`src/rtl/fpu_issue_sched.sv`:
```
// In-order issue scheduler for the multi-cycle FPU datapath.
// Stalls an FPU op until its source and destination registers are free in the
// scoreboard and the single writeback port is free in its result cycle.
// Announces each writeback to the FP register file in the correct cycle.
//
// Func encoding:
//   0 ADD, 1 SUB, 2 MUL, 3 INV, 4 SQRT, 5 ABS, 6 NEG,
//   7 EQ, 8 LT, 9 LE, 10 FTOI, 11 ITOF. Every other code is illegal.
//
// Reservation slot k, read in cycle c, marks a writeback due in cycle c+k.
// The top slot is never written: a result due MAX_LAT cycles out can only come
// from an op issued in the current cycle, and that op lands one slot lower
// after the shift.
module fpu_issue_sched #(
    parameter int unsigned LAT_ADD    = 2,
    parameter int unsigned LAT_MUL    = 2,
    parameter int unsigned LAT_INV    = 4,
    parameter int unsigned LAT_SQRT   = 4,
    parameter int unsigned LAT_CONV   = 2,
    parameter int unsigned LAT_SIMPLE = 1,
    parameter int unsigned MAX_LAT    = 8
) (
    input  logic       clk,
    input  logic       reset,
    input  logic       issue_valid,
    output logic       issue_ready,
    input  logic [5:0] issue_func,
    input  logic [4:0] issue_rd,
    input  logic [4:0] issue_rs,
    input  logic [4:0] issue_rt,
    output logic       fpu_start,
    output logic [5:0] fpu_func,
    output logic       wb_valid,
    output logic [4:0] wb_rd,
    output logic       illegal_op,
    output logic       idle
);

    localparam logic [5:0] FuncAdd  = 6'd0;
    localparam logic [5:0] FuncSub  = 6'd1;
    localparam logic [5:0] FuncMul  = 6'd2;
    localparam logic [5:0] FuncInv  = 6'd3;
    localparam logic [5:0] FuncSqrt = 6'd4;
    localparam logic [5:0] FuncAbs  = 6'd5;
    localparam logic [5:0] FuncNeg  = 6'd6;
    localparam logic [5:0] FuncEq   = 6'd7;
    localparam logic [5:0] FuncLt   = 6'd8;
    localparam logic [5:0] FuncLe   = 6'd9;
    localparam logic [5:0] FuncFtoi = 6'd10;
    localparam logic [5:0] FuncItof = 6'd11;

    // Scoreboard and reservation state
    logic [31:0]              busy_q, busy_d;
    logic [MAX_LAT:1]         res_v_q, res_v_d;
    logic [MAX_LAT:1][4:0]    res_rd_q, res_rd_d;
    logic                     wb_valid_q, wb_valid_d;
    logic [4:0]               wb_rd_q, wb_rd_d;
    logic                     illegal_q, illegal_d;

    // Decode results
    logic                     legal;
    logic                     binary;
    int unsigned              lat;
    logic                     slot_taken;
    logic                     hazard;
    logic                     handshake;
    logic                     start;

    // Classify the presented func: legality, operand count and latency.
    always_comb begin
        legal  = 1'b1;
        binary = 1'b0;
        lat    = 1;
        case (issue_func)
            FuncAdd, FuncSub: begin
                lat    = LAT_ADD;
                binary = 1'b1;
            end
            FuncMul: begin
                lat    = LAT_MUL;
                binary = 1'b1;
            end
            FuncInv:  lat = LAT_INV;
            FuncSqrt: lat = LAT_SQRT;
            FuncAbs, FuncNeg: lat = LAT_SIMPLE;
            FuncEq, FuncLt, FuncLe: begin
                lat    = LAT_SIMPLE;
                binary = 1'b1;
            end
            FuncFtoi, FuncItof: lat = LAT_CONV;
            default: legal = 1'b0;
        endcase
    end

    // Look up whether the writeback cycle of this op is already reserved.
    always_comb begin
        slot_taken = 1'b0;
        for (int unsigned k = 1; k <= MAX_LAT; k++) begin
            if (k == lat) begin
                slot_taken = res_v_q[k];
            end
        end
    end

    // Issue decision. Illegal ops are consumed regardless of hazards.
    always_comb begin
        hazard = busy_q[issue_rs]
               | (binary & busy_q[issue_rt])
               | busy_q[issue_rd]
               | slot_taken;
        issue_ready = !reset && (!legal || !hazard);
        handshake   = issue_valid && issue_ready;
        start       = handshake && legal;
        fpu_start   = start;
        fpu_func    = issue_func;
    end

    // Next-state: shift reservations, retire writebacks, record new issues.
    always_comb begin
        busy_d = busy_q;
        // A retiring register and a newly issued rd never coincide (WAW check),
        // so the order of these two updates does not matter.
        if (wb_valid_q) begin
            busy_d[wb_rd_q] = 1'b0;
        end
        if (start) begin
            busy_d[issue_rd] = 1'b1;
        end

        wb_valid_d = res_v_q[1];
        wb_rd_d    = res_rd_q[1];
        res_v_d    = '0;
        res_rd_d   = '0;
        for (int unsigned k = 1; k < MAX_LAT; k++) begin
            res_v_d[k]  = res_v_q[k + 1];
            res_rd_d[k] = res_rd_q[k + 1];
        end

        if (start) begin
            if (lat == 1) begin
                // Single-cycle op bypasses the shift register straight to wb.
                wb_valid_d = 1'b1;
                wb_rd_d    = issue_rd;
            end else begin
                for (int unsigned k = 1; k < MAX_LAT; k++) begin
                    if (k + 1 == lat) begin
                        res_v_d[k]  = 1'b1;
                        res_rd_d[k] = issue_rd;
                    end
                end
            end
        end

        illegal_d = handshake && !legal;
    end

    // State registers with synchronous reset; reset drops all in-flight results.
    always_ff @(posedge clk) begin
        if (reset) begin
            busy_q     <= '0;
            res_v_q    <= '0;
            res_rd_q   <= '0;
            wb_valid_q <= 1'b0;
            wb_rd_q    <= '0;
            illegal_q  <= 1'b0;
        end else begin
            busy_q     <= busy_d;
            res_v_q    <= res_v_d;
            res_rd_q   <= res_rd_d;
            wb_valid_q <= wb_valid_d;
            wb_rd_q    <= wb_rd_d;
            illegal_q  <= illegal_d;
        end
    end

    // Registered status outputs.
    always_comb begin
        wb_valid   = wb_valid_q;
        wb_rd      = wb_rd_q;
        illegal_op = illegal_q;
        idle       = (busy_q == '0) && (res_v_q == '0);
    end

endmodule

```
`config.mk`:
```
export PLATFORM = sky130hd
export DESIGN_NAME = fpu_issue_sched
export DESIGN_NICKNAME = d
export VERILOG_FILES = /design/src/rtl/fpu_issue_sched.sv
export SDC_FILE = /design/constraint.sdc
export NUM_CORES = 1
export LEC_CHECK = 0
export BUFFER_PORTS_ARGS = -buffer_cell sky130_fd_sc_hd__clkbuf_2
export CAP_MARGIN = 20
export CORE_AREA = 8 8 125 127
export CTS_CLUSTER_SIZE = 8
export DETAILED_ROUTE_END_ITERATION = 16
export DIE_AREA = 0 0 133 135
export PLACE_DENSITY = 0.52
export SETUP_SLACK_MARGIN = 0.15
export SYNTH_ARGS = -nofsm -noshare
export SYNTH_HDL_FRONTEND = slang
export SYNTH_SLANG_ARGS = --single-unit
```
`constraint.sdc`:
```
create_clock -name clk -period 3.1 [get_ports clk]
set_input_delay 0.465 -clock clk [delete_from_list [all_inputs] [get_ports clk]]
set_output_delay 0.465 -clock clk [all_outputs]
set_load 0.03 [all_outputs]
```
==> flow_summary_export.csv <==
group,metric,value,unit
floorplan,chipWidth,133,µm
yosys,share_of_synthesized_cell_area_in_full_adder_half_adder_and_majority_cells,0,%
critical_path,critPathTopFamily,"compound AO/OA/AOI/OAI gates",
power_and_ir_drop,power.total,0.002258,W
global_routing,number_of_global_route_vias_before_repair,3354,
clock_network,hold_buffers,0,
routing,drtAntennaViolNets,0,
global_routing,global_route.overflow_total,0,
critical_path,critical-path-max-stage-delay,0.39,ns
job,maxCapViolCount,0,
routing,drt_iter0_drc,329,
sta,max_clk_rate,349.7,MHz
sta,max_slew_margin,53.90,%
yosys,yosys_warnings,0,
cells_and_area,multi_input_comb_area,0.002345,mm²
global_routing,grt_max_degree,77,
power_and_ir_drop,power.switching,0.0005609,W
power_and_ir_drop,ir_worst_vdd,268.0,µV
cells_and_area,layout-area-overhead-vs-synth,16.95,%
yosys,synth_mux_area_share,14.28,%
routing,drt_drc_violations_left,0,
yosys,synth.area.top_cells,"dfxtp_1, nor2b_1, mux2i_1, o21ai_0, mux4_2",
routing,drtPass1Iterations,5,
floorplan,ios,40,
outcome,status,"completed",
routing,wl,12220,µm
critical_path,worst_r2r_startpoint,"busy_q[17]$_SDFF_PP0_",
yosys,yosys.area_share.simple,26.94,%
power_and_ir_drop,pwr-share-comb,9.2,%
clock_network,cts_tree,"built",
yosys,netlist.top_cell.by_area,"dfxtp_1",
yosys,post_synth_num_cell_types,52,
yosys,yosys.cell_count.top_type,"dfxtp_1",
sta,timing.final.max_slew_violations,0,
cells_and_area,drive_above_1_share,22.61,%
min_path,timing.hold.worst.class,"input pin to flop",
power_and_ir_drop,seq_power_share,43.8,%
clock_network,worstSkewPairLatency,0.33,ns
yosys,yosys-top-cells-count,"dfxtp_1, o21ai_0, nor2b_1, nand2_1, mux2i_1",
clock_network,cts.htree.levels,3,
routing,routed_via_density,5.213,
power_and_ir_drop,leakage,1.798,nW
sta,hold_viol_final,0,
critical_path,slowest_stage,"dfxtp_1",
critical_path,critPathCapture,"fpu_start",
clock_network,cts_root_buffer,"clkbuf_16",
critical_path,timing.critical_path.to_type,"primary output",
critical_path,timing.critical_path.from,"busy_q[17]$_SDFF_PP0_",
critical_path,timing.critical_path.buf_inv,2,
yosys,postSynth.asyncResetShare,0,%
power_and_ir_drop,p_int,0.001698,W
place,hpwl_reported_at_the_end_of_detailed_placement,9230,µm
sta,period_needed,2.859,ns
yosys,postSynthRegisterBits,75,
sta,setup_repair_after_global_routing_missed_its_margin,"false",
place,placed_cell_area,0.004388,mm²
floorplan,core_area,0.01361,mm²
cells_and_area,finalInstanceArea,0.004715,mm²
routing,routedWlPerCell,18.46,µm
power_and_ir_drop,power.switching_fraction,24.83,%
critical_path,start_kind,"flop",
cells_and_area,fill_cells,1404,
critical_path,crit_path_arrival_time,2.39,ns
global_routing,grt_antenna_before_repair,0,
critical_path,maximum_fanout_encountered_on_the_critical_timing_path,6,
global_routing,gr-usage-all-layers,13.69,%
yosys,seq_area_frac_synth,37.24,%
yosys,synth_enable_flop_cells,0,
critical_path,r2r_end,"busy_q[28]$_SDFF_PP0_",
sta,tightestPinTransition,0.6915,ns
clock_network,clkSlewWorstSetupHoldPaths,0.06,ns
cells_and_area,total_inserted_antenna_cells,0,
sta,finClkSkew,0.004563,ns
global_routing,global_route_wire_length_before_repair,19380,µm
clock_network,numClockSinks,75,
cells_and_area,nets,501,
critical_path,crit_required,2.63,ns
place,gpl.final_weighted_congestion,0.8491,
yosys,syn_area_per_cell,9.204,µm²
sta,min_period_over_period,92.24,%
critical_path,worst-r2r-setup-slack,0.49,ns
yosys,main_combinational_cell_family_by_area_after_synthesis,"simple AND/OR/NAND/NOR gates",
critical_path,crit_chain,"mux2_2 > a41o_1 > a2111oi_4 > nand4_1 > nand4b_4 > inv_2 > clkbuf_4",
yosys,postSynthCellCount,438,
cells_and_area,area.sequential,0.001503,mm²
floorplan,die_height,135,µm
clock_network,cts-buffers-inserted,9,
sta,timing.final.setup_violations,0,
yosys,yosys.area_share.xor_xnor,0,%
place,portbufs,39,
critical_path,path_class,"flop to primary output",
yosys,synthFlopType,"dfxtp_1",
yosys,synth_top_cell_area_share,37.24,%
yosys,syn_area,0.004031,mm²
floorplan,row_count,43,
floorplan,floorplan.die_area,0.01796,mm²
power_and_ir_drop,power_density,479.0,mW/mm²
critical_path,critical_path_depth,7,
critical_path,reg2regPathDepth,7,
routing,vias,3451,
sta,fin_tns_setup,0,ns
cells_and_area,post-route-util,34.64,%
power_and_ir_drop,power.share.clock,47.0,%
yosys,synth_compound_gate_area_share,16.23,%
clock_network,max-clock-path-buffers,2,
floorplan,effective_utilization_at_floorplan,29.62,%
-- cells by family (layout without fill, tap and decap cells) --
family / count (synthesis) / in the layout
AOI/OAI and AO/OA: 101 / 101
and+or+nand+nor: 183 / 183
other: 1 / 6
muxes: 42 / 42
DFF: 75 / 75
buffers and inverters: 36 / 75
-- what timing repair did --
action / 4_1_cts / 5_1_grt
gates resized for setup: 1 / 6
setup endpoints to repair: 1 / 2
pin swaps: 0 / 1
gates cloned: 0 / 0
setup buffers: 0 / 1
-- cell usage in the layout (no fill, tap or decap), types with 5 or more instances in the layout --
master	Yosys	final
dfxtp_1	75	74
o21ai_0	44	44
nor2b_1	42	42
clkbuf_2	0	37
nand2_1	31	31
mux2i_1	26	26
nand3_1	23	23
nand3b_1	22	22
a21oi_1	18	18
buf_4	7	17
o21ai_2	14	14
nand2b_1	13	13
nor4_1	10	10
mux4_2	9	9
clkbuf_16	0	9
nor2_1	8	8
nor3b_1	7	7
conb_1	1	6
nor3_1	5	5
a22oi_1	5	5
-- state kept, by name, indices dropped and copies added (netlist names) --
signal	flops
res_v_q	6
res_rd_q	30
wb_rd	5
busy_q	32
illegal_op	1
wb_valid	1
-- how the worst min path moves through the flow --
stage                                       start                       to  slack, ns  cells past startpoint
final                                 issue_valid    illegal_op$_SDFF_PP0_       0.39                      2
after global routing                  issue_valid    illegal_op$_SDFF_PP0_       0.39                      2
after CTS                             issue_valid    illegal_op$_SDFF_PP0_       0.38                      2
after detailed placement  res_rd_q[20]$_SDFF_PP0_  res_rd_q[15]$_SDFF_PP0_       0.42                      1
after global placement    res_rd_q[26]$_SDFF_PP0_  res_rd_q[21]$_SDFF_PP0_       0.41                      1
after floorplan           res_rd_q[20]$_SDFF_PP0_  res_rd_q[15]$_SDFF_PP0_       0.41                      1
-- routing by layer --
metal	share of wire (%)	up-vias	global-route usage (%)
met2	45	130	20.97
met3	7.1	21	4.458
met1	45	1634	17.24
met5	0	-	0
met4	2.7	0	5.931
li1	-	1666	-
-- per-stage QoR --
step                      hold slack (ns)  setup slack, ns  instances
after floorplan                    0.4138           0.4043        443
after global placement             0.4147           0.2047        645
after detailed placement           0.4220           0.1946        645
after CTS                          0.3825           0.1519        661
after global routing               0.3941           0.1576        662
final                              0.3905           0.2406        662
-- power by group through the flow --
stage,combinational (W),clock (W),sequential [W]
after detailed placement,0.000202,0,0.00101
after global placement,0.000199,0,0.00101
after floorplan,0.000141,0,0.00101
final,0.000207,0.00106,0.000990
after CTS,0.000203,0.00108,0.000989
after global routing,0.000223,0.00114,0.000991
-- layout make-up --
| cell class | instances | share of cell area [%] |
|---|---|---|
| Multi-Input combinational cell | 332 | 49.73 |
| Sequential cell | 75 | 31.87 |
| Timing Repair Buffer | 55 | 6.794 |
| Clock buffer | 9 | 4.777 |
| Tap cell | 180 | 4.777 |
| Clock inverter | 7 | 1.725 |
| Inverter | 4 | 0.3185 |
No activity file was read; power rests on OpenSTA's default activity.
